$ cat config.mk
export PLATFORM = sky130hd
export DESIGN_NAME = pc_full_subsystem
export DESIGN_NICKNAME = d
export VERILOG_FILES = /design/src/rtl/pc_full_subsystem.sv
export SDC_FILE = /design/constraint.sdc
export NUM_CORES = 1
export LEC_CHECK = 0
export ABC_AREA = 1
export CORE_UTILIZATION = 45
export CTS_BUF_LIST = sky130_fd_sc_hd__clkbuf_2 sky130_fd_sc_hd__clkbuf_4 sky130_fd_sc_hd__clkbuf_8
export DETAILED_ROUTE_END_ITERATION = 16
export GPL_TIMING_DRIVEN = 0
export MAX_ROUTING_LAYER = met4
export PLACE_DENSITY = 0.89
export RECOVER_POWER = 25
export SYNTH_ARGS = -nofsm -noshare
export SYNTH_HDL_FRONTEND = slang
export SYNTH_SLANG_ARGS = --single-unit
export TNS_END_PERCENT = 100
$ cat constraint.sdc
create_clock -name CLK -period 1.7 [get_ports CLK]
set_input_delay 0.255 -clock CLK [delete_from_list [all_inputs] [get_ports CLK]]
set_output_delay 0.255 -clock CLK [all_outputs]
set_load 0.02 [all_outputs]
$ cat src/rtl/pc_full_subsystem.sv
// pc_full_subsystem
//   Program-counter update subsystem of the 16-bit accumulator processor.
//   Holds the PC register and loads it, when enabled, from one of:
//   the ALU branch target, a pseudo-direct jump address built from the
//   instruction immediate, or the sequential PC + PC_INC.
// Ports
//   CLK             in   system clock, rising-edge state updates
//   Reset           in   synchronous active-low reset (loads RESET_PC)
//   IR              in   jump immediate field of the current instruction
//   PCSource        in   next-PC select: 0=ALU, 1=jump, 2=PC+PC_INC, 3=hold
//   ALUbranchOutput in   branch target from the ALU (loaded verbatim)
//   PCwrite         in   PC write enable, active-high
//   NewPC           out  registered PC, no combinational bypass
module pc_full_subsystem #(
  parameter int unsigned PC_WIDTH  = 16,
  parameter int unsigned IMM_WIDTH = 13,
  parameter int unsigned PC_INC    = 2,
  parameter int unsigned RESET_PC  = 0
) (
  input  logic                 CLK,
  input  logic                 Reset,
  input  logic [IMM_WIDTH-1:0] IR,
  input  logic [1:0]           PCSource,
  input  logic [PC_WIDTH-1:0]  ALUbranchOutput,
  input  logic                 PCwrite,
  output logic [PC_WIDTH-1:0]  NewPC
);

  typedef enum logic [1:0] {
    SRC_ALU  = 2'd0,
    SRC_JUMP = 2'd1,
    SRC_INC  = 2'd2,
    SRC_HOLD = 2'd3
  } pc_src_e;

  localparam logic [PC_WIDTH-1:0] INC_VAL   = PC_WIDTH'(PC_INC);
  localparam logic [PC_WIDTH-1:0] RESET_VAL = PC_WIDTH'(RESET_PC);

  logic [PC_WIDTH-1:0] pc_q, pc_d;
  logic [PC_WIDTH-1:0] next_pc;
  logic [PC_WIDTH-1:0] jump_addr;
  logic [PC_WIDTH-1:0] inc_addr;

  // Jump keeps the PC's upper region bits and places the immediate as a
  // halfword offset, so the target is always even.
  assign jump_addr = {pc_q[PC_WIDTH-1:IMM_WIDTH+1], IR, 1'b0};

  // Carry out is discarded: the PC wraps modulo 2^PC_WIDTH.
  assign inc_addr = pc_q + INC_VAL;

  always_comb begin
    next_pc = pc_q;
    unique case (pc_src_e'(PCSource))
      SRC_ALU:  next_pc = ALUbranchOutput;
      SRC_JUMP: next_pc = jump_addr;
      SRC_INC:  next_pc = inc_addr;
      SRC_HOLD: next_pc = pc_q;
      default:  next_pc = pc_q;
    endcase
  end

  always_comb begin
    pc_d = pc_q;
    if (PCwrite) pc_d = next_pc;
  end

  always_ff @(posedge CLK) begin
    if (!Reset) pc_q <= RESET_VAL;
    else        pc_q <= pc_d;
  end

  assign NewPC = pc_q;

endmodule

== After elaboration in Yosys (flattened, before gate mapping) ==
Index checks and enable logic that the tools add are counted.

* Add/sub/neg operators: 1
* Equal/unequal tests: 3
* Multiplexer cells: 1
* Bitwise gates (word level): 2
* Reduce and logical (&&, ||, !) cells: 3

{| class="wikitable"
|+ Operator list
! kind !! number
|-
| 16-bit case mux with 3 select lines || 1
|-
| 16-bit by 2-bit adder with 16-bit output (second input constant) || 1
|-
| 2-bit equality test (second input constant) || 2
|-
| 3-bit AND reduction || 1
|-
| 2-bit by 1-bit equality test with 1-bit output (second input constant) || 1
|-
| 2-bit logical NOT || 1
|-
| 1-bit NOT || 2
|-
| 2-bit AND reduction || 1
|}

* Flip-flop bits (word level): 16
* Bits of input ports: 34
* Logic and storage cells: 12

== Depth between registers and ports, before layout ==
Gate-level depths: netlist of run 1.

* Word-level depth: 3
* Gate-level depth with buffers: 9
* Gate-level depth less buffers: 9

== Least setup slack after synthesis of run 1 ==
OpenSTA, ideal clock, no wires.

* Path type: reg-to-reg
* Start: reg pc_q[2], in the netlist NewPC[2]
* End: reg pc_q[13], in the netlist NewPC[13]
* Library setup time: 66 ps
* Data arrival time: 1360 ps
* Data required time: 1634 ps
* Path slack: 274 ps
* Cell stages (with the launch flop): 10
* Path buffers: 0
* Path through: dfxtp_1 ha_1 nand2_2 nor2_4 nand3_1 nand2_1 nand3_1 nand2_1 nand2_1 a21oi_2

* Word-level cells in the longest chain between the ends: 2

{| class="wikitable"
|+ Ends and longest elaborated chain
! item !! line !! RTL
|-
| from (decl) || 39 || <nowiki>logic [PC_WIDTH-1:0] pc_q, pc_d;</nowiki>
|-
| from (signal assigned) || 69 || <nowiki>else pc_q <= pc_d;</nowiki>
|-
| 16-bit by 2-bit adder with 16-bit output || 49 || <nowiki>assign inc_addr = pc_q + INC_VAL;</nowiki>
|-
| 16-bit case mux with 3 select lines || 53 || <nowiki>unique case (pc_src_e'(PCSource))</nowiki>
|}

No other way between the ends.
A chain may end at the register's enable or synchronous reset.

== Worst setup path in the final report of run 1 ==
* Start: reg pc_q[5], in the netlist NewPC[5]
* End: out NewPC[5]

{| class="wikitable"
|+ RTL lines
! item !! line !! RTL
|-
| to (decl) || 26 || <nowiki>output logic [PC_WIDTH-1:0] NewPC</nowiki>
|}

No word-level cell between the ends.

==> results of run 1 <==
==> worst min-delay path by stage <==
stage,start,end,slack (ns),depth (start not counted)
final,NewPC[0],NewPC[0],0.49,2
after CTS,NewPC[0],NewPC[0],0.49,2
after detailed placement,NewPC[0],NewPC[0],0.48,2
after floorplan,Reset,NewPC[13],0.39,2
after global placement,NewPC[0],NewPC[0],0.47,2
after global routing,IR[1],NewPC[2],0.52,3
==> layout by cell type (no fill, tap or decap), types with 3 or more instances in the layout <==
master           synthesis  final
a21oi_1                 23     23
nor2_1                  27     26
nand2_1                 48     48
o21ai_0                 11     11
ha_1                     4      4
a31oi_1                  3      3
clkbuf_4                 0      3
dfxtp_1                 16     16
nand4_1                  4      4
inv_1                   19     19
nor2_4                   4      5
buf_6                    2      3
a21oi_2                  4      4
nand3_1                 13     13
o21ai_1                  4      4
clkdlybuf4s50_1          0     44
==> stage by stage <==
step | power [mW] | util [%] | area, um2 | hold WS [ns]
CTS | 1.01 | 67.7 | 1850 | 0.493
global placement | 0.802 | 66.8 | 1830 | 0.473
global route | 1.07 | 67.8 | 1850 | 0.523
floorplan | 0.635 | - | 1300 | 0.390
detailed placement | 0.810 | 66.8 | 1830 | 0.475
finish | 1.02 | 67.8 | 1850 | 0.489
==> area by class of cell <==
type	count	share of cell area (%)
Buffer	8	4.32
Timing Repair Buffer	49	25.8
Tap cell	31	2.09
Multi-Input combinational cell	161	45.4
Clock buffer	3	1.21
Sequential cell	16	17.3
Inverter	19	3.85
==> synth_stat cells <==
cell type / count
a21oi_1: 23
a21oi_2: 4
a221oi_1: 1
a22oi_1: 1
a31oi_1: 3
buf_2: 3
buf_4: 1
buf_6: 2
clkbuf_8: 1
dfxtp_1: 16
dlymetal6s2s_1: 1
ha_1: 4
inv_1: 19
nand2_1: 48
nand2_2: 2
nand2_4: 1
nand3_1: 13
nand3_2: 2
nand3b_1: 1
nand4_1: 4
nor2_1: 27
nor2_2: 2
nor2_4: 4
nor3_1: 2
nor3_2: 1
o211ai_1: 2
o21ai_0: 11
o21ai_1: 4
o21ai_2: 1
==> routing by layer <==
layer	vias to the layer above	wire length (um)	share of wire, %	GRT usage [%]
met1	703	1630	44	30.0
met3	10	193	5.2	3.26
met4	0	49	1.3	8.57
met5	-	0	0	-
met2	47	1830	49	42.7
li1	785	-	-	-
==> what timing repair did <==
action                                  4_1_cts  5_1_grt
resized for setup                             2        8
endpoints found under the setup margin        8       15
endpoints found under the hold margin         0        0
==> power by group <==
part | internal (mW) | switching [mW]
logic | 0.184 | 0.185
registers | 0.401 | 0.0376
clock network | 0.0827 | 0.126
total | 0.667 | 0.349
==> cells by family after synthesis <==
family / after synthesis / synth area share, %
AND/OR/NAND/NOR: 107 / 38.6
adder cells (fa/ha/maj): 4 / 3.86
AO/OA/AOI/OAI: 50 / 21.9
buffers and inverters: 27 / 11.0
flip-flops: 16 / 24.7
==> results.toml, run 1 <==
[global_route]
track_usage_pct = 24.9
first_global_vias = 1404
antenna_found_initial = 0
gr-total-overflow = 0
grt_pass1_wl_mm = 6.06
grt_max_degree = 11

[worst_setup_path]
r2r-end = "NewPC[13]"
crit_buf_inv = 1
cp-start-kind = "register"
cp_cell_sequence = "clkdlybuf4s50_1"
cp.arrival_ns = 1.39
slowest_stage = "clkdlybuf4s50_1"
r2r_setup_slack_ns = 0.25
startpoint = "NewPC[5]"
rr_worst_depth = 9
critPathMaxStageDelay_ns = 0.65
worstPathMaxFanout = 5
path_delay_family = "buffers and inverters"
required_ns = 1.44
path_depth = 1
worstSetupPathType = "register to output pin"
r2r_start = "NewPC[2]"
crit_path_end = "NewPC[5]"
endpoint_kind = "output pin"

[synth]
synthCells = 204
synth_warnings = 0
syn_avg_cell_area_um2 = 6.36
synth.largest_area_cell = "dfxtp_1"
synth_top_area_share_pct = 24.7
synthTopCellsByArea = "dfxtp_1, nand2_1, a21oi_1, nor2_1, inv_1"
synth_seq_cells = 16
synth_cell_types = 29
netlist_area_um2 = 1300
synth_nets = 242
yosysSeqAreaShare_pct = 24.7

[drt]
vias = 1545
drtAntennaViolNets = 0
via_per_inst = 5.38
wl_per_cell_um = 12.9
drtIter0Drc = 67
postRouteWirelength_mm = 3.70
drtPass1Iterations = 12
drc = 2

[cts]
cts_hold_buf = 0
clock_path_buffers = 2
htreeDepth = 1
cts_setup_buffers = 0
cts.clk_slew.worst_paths_ns = 0.09
clk_latency_ns = 0.29
cts_made_buffers = 3
cts_sinks = 16
tritoncts = "built"
clockRootBuffer = "clkbuf_4"

[power]
irDropWorstVdd_mv = 0.480
p_leak_nw = 0.724
power.density_nw_per_um2 = 548

[timing]
drv_slew = 0
setup_violations = 0
rsz0062_at_grt = "false"
fin_skew_ns = 0.00183
setup_slack_ns = 0.0513
hold_violations = 0
fmax_ghz = 0.607
worstMarginPinSlew_ns = 0.476
slew_headroom_pct = 68.2
finalSetupTns_ns = 0
finalCritPeriodShare_pct = 97.0
period_needed_ns = 1.65

[placed_design]
dpl_worst_slack_ns = -0.377
placed_cells = 284
place_congestion = 0.867
portBuffers = 49
dp_hpwl_mm = 2.72

[floorplan]
dieArea_um2 = 3100
start_util_pct = 47.5
core.rowCount = 19
die_width_um = 55.7
coreArea_um2 = 2730
die_y_um = 55.7
io_pins = 50

[finish]
largest_register_ffs = 16
area_growth_syn_to_layout_pct = 42.9
multi_input_area_um2 = 842
nNetsFinal = 296
fillCellCount = 245
drive_gt1_share_pct = 10.9
n_antenna_cell = 0
seq_area_um2 = 320
stdcell_count = 287

[outcome]
violations = "DRC"
status = "finished, violations left"

[worst_hold_path]
hold_path_class = "register to register"

[flow_run]
cap_violations = 0
(Power assumes the default switching activity.)
==> inputs of run 2 (changes only) <==
--- a/config.mk
+++ b/config.mk
@@ -8,6 +8,8 @@
 export ABC_AREA = 1
 export CORE_UTILIZATION = 45
 export CTS_BUF_LIST = sky130_fd_sc_hd__clkbuf_2 sky130_fd_sc_hd__clkbuf_4 sky130_fd_sc_hd__clkbuf_8
+export CTS_CLUSTER_DIAMETER = 60
+export CTS_CLUSTER_SIZE = 10
 export DETAILED_ROUTE_END_ITERATION = 16
 export GPL_TIMING_DRIVEN = 0
 export MAX_ROUTING_LAYER = met4
==> results of run 2 <==
Same layout as run 1: the final DEF is identical, and so are final timing and power.
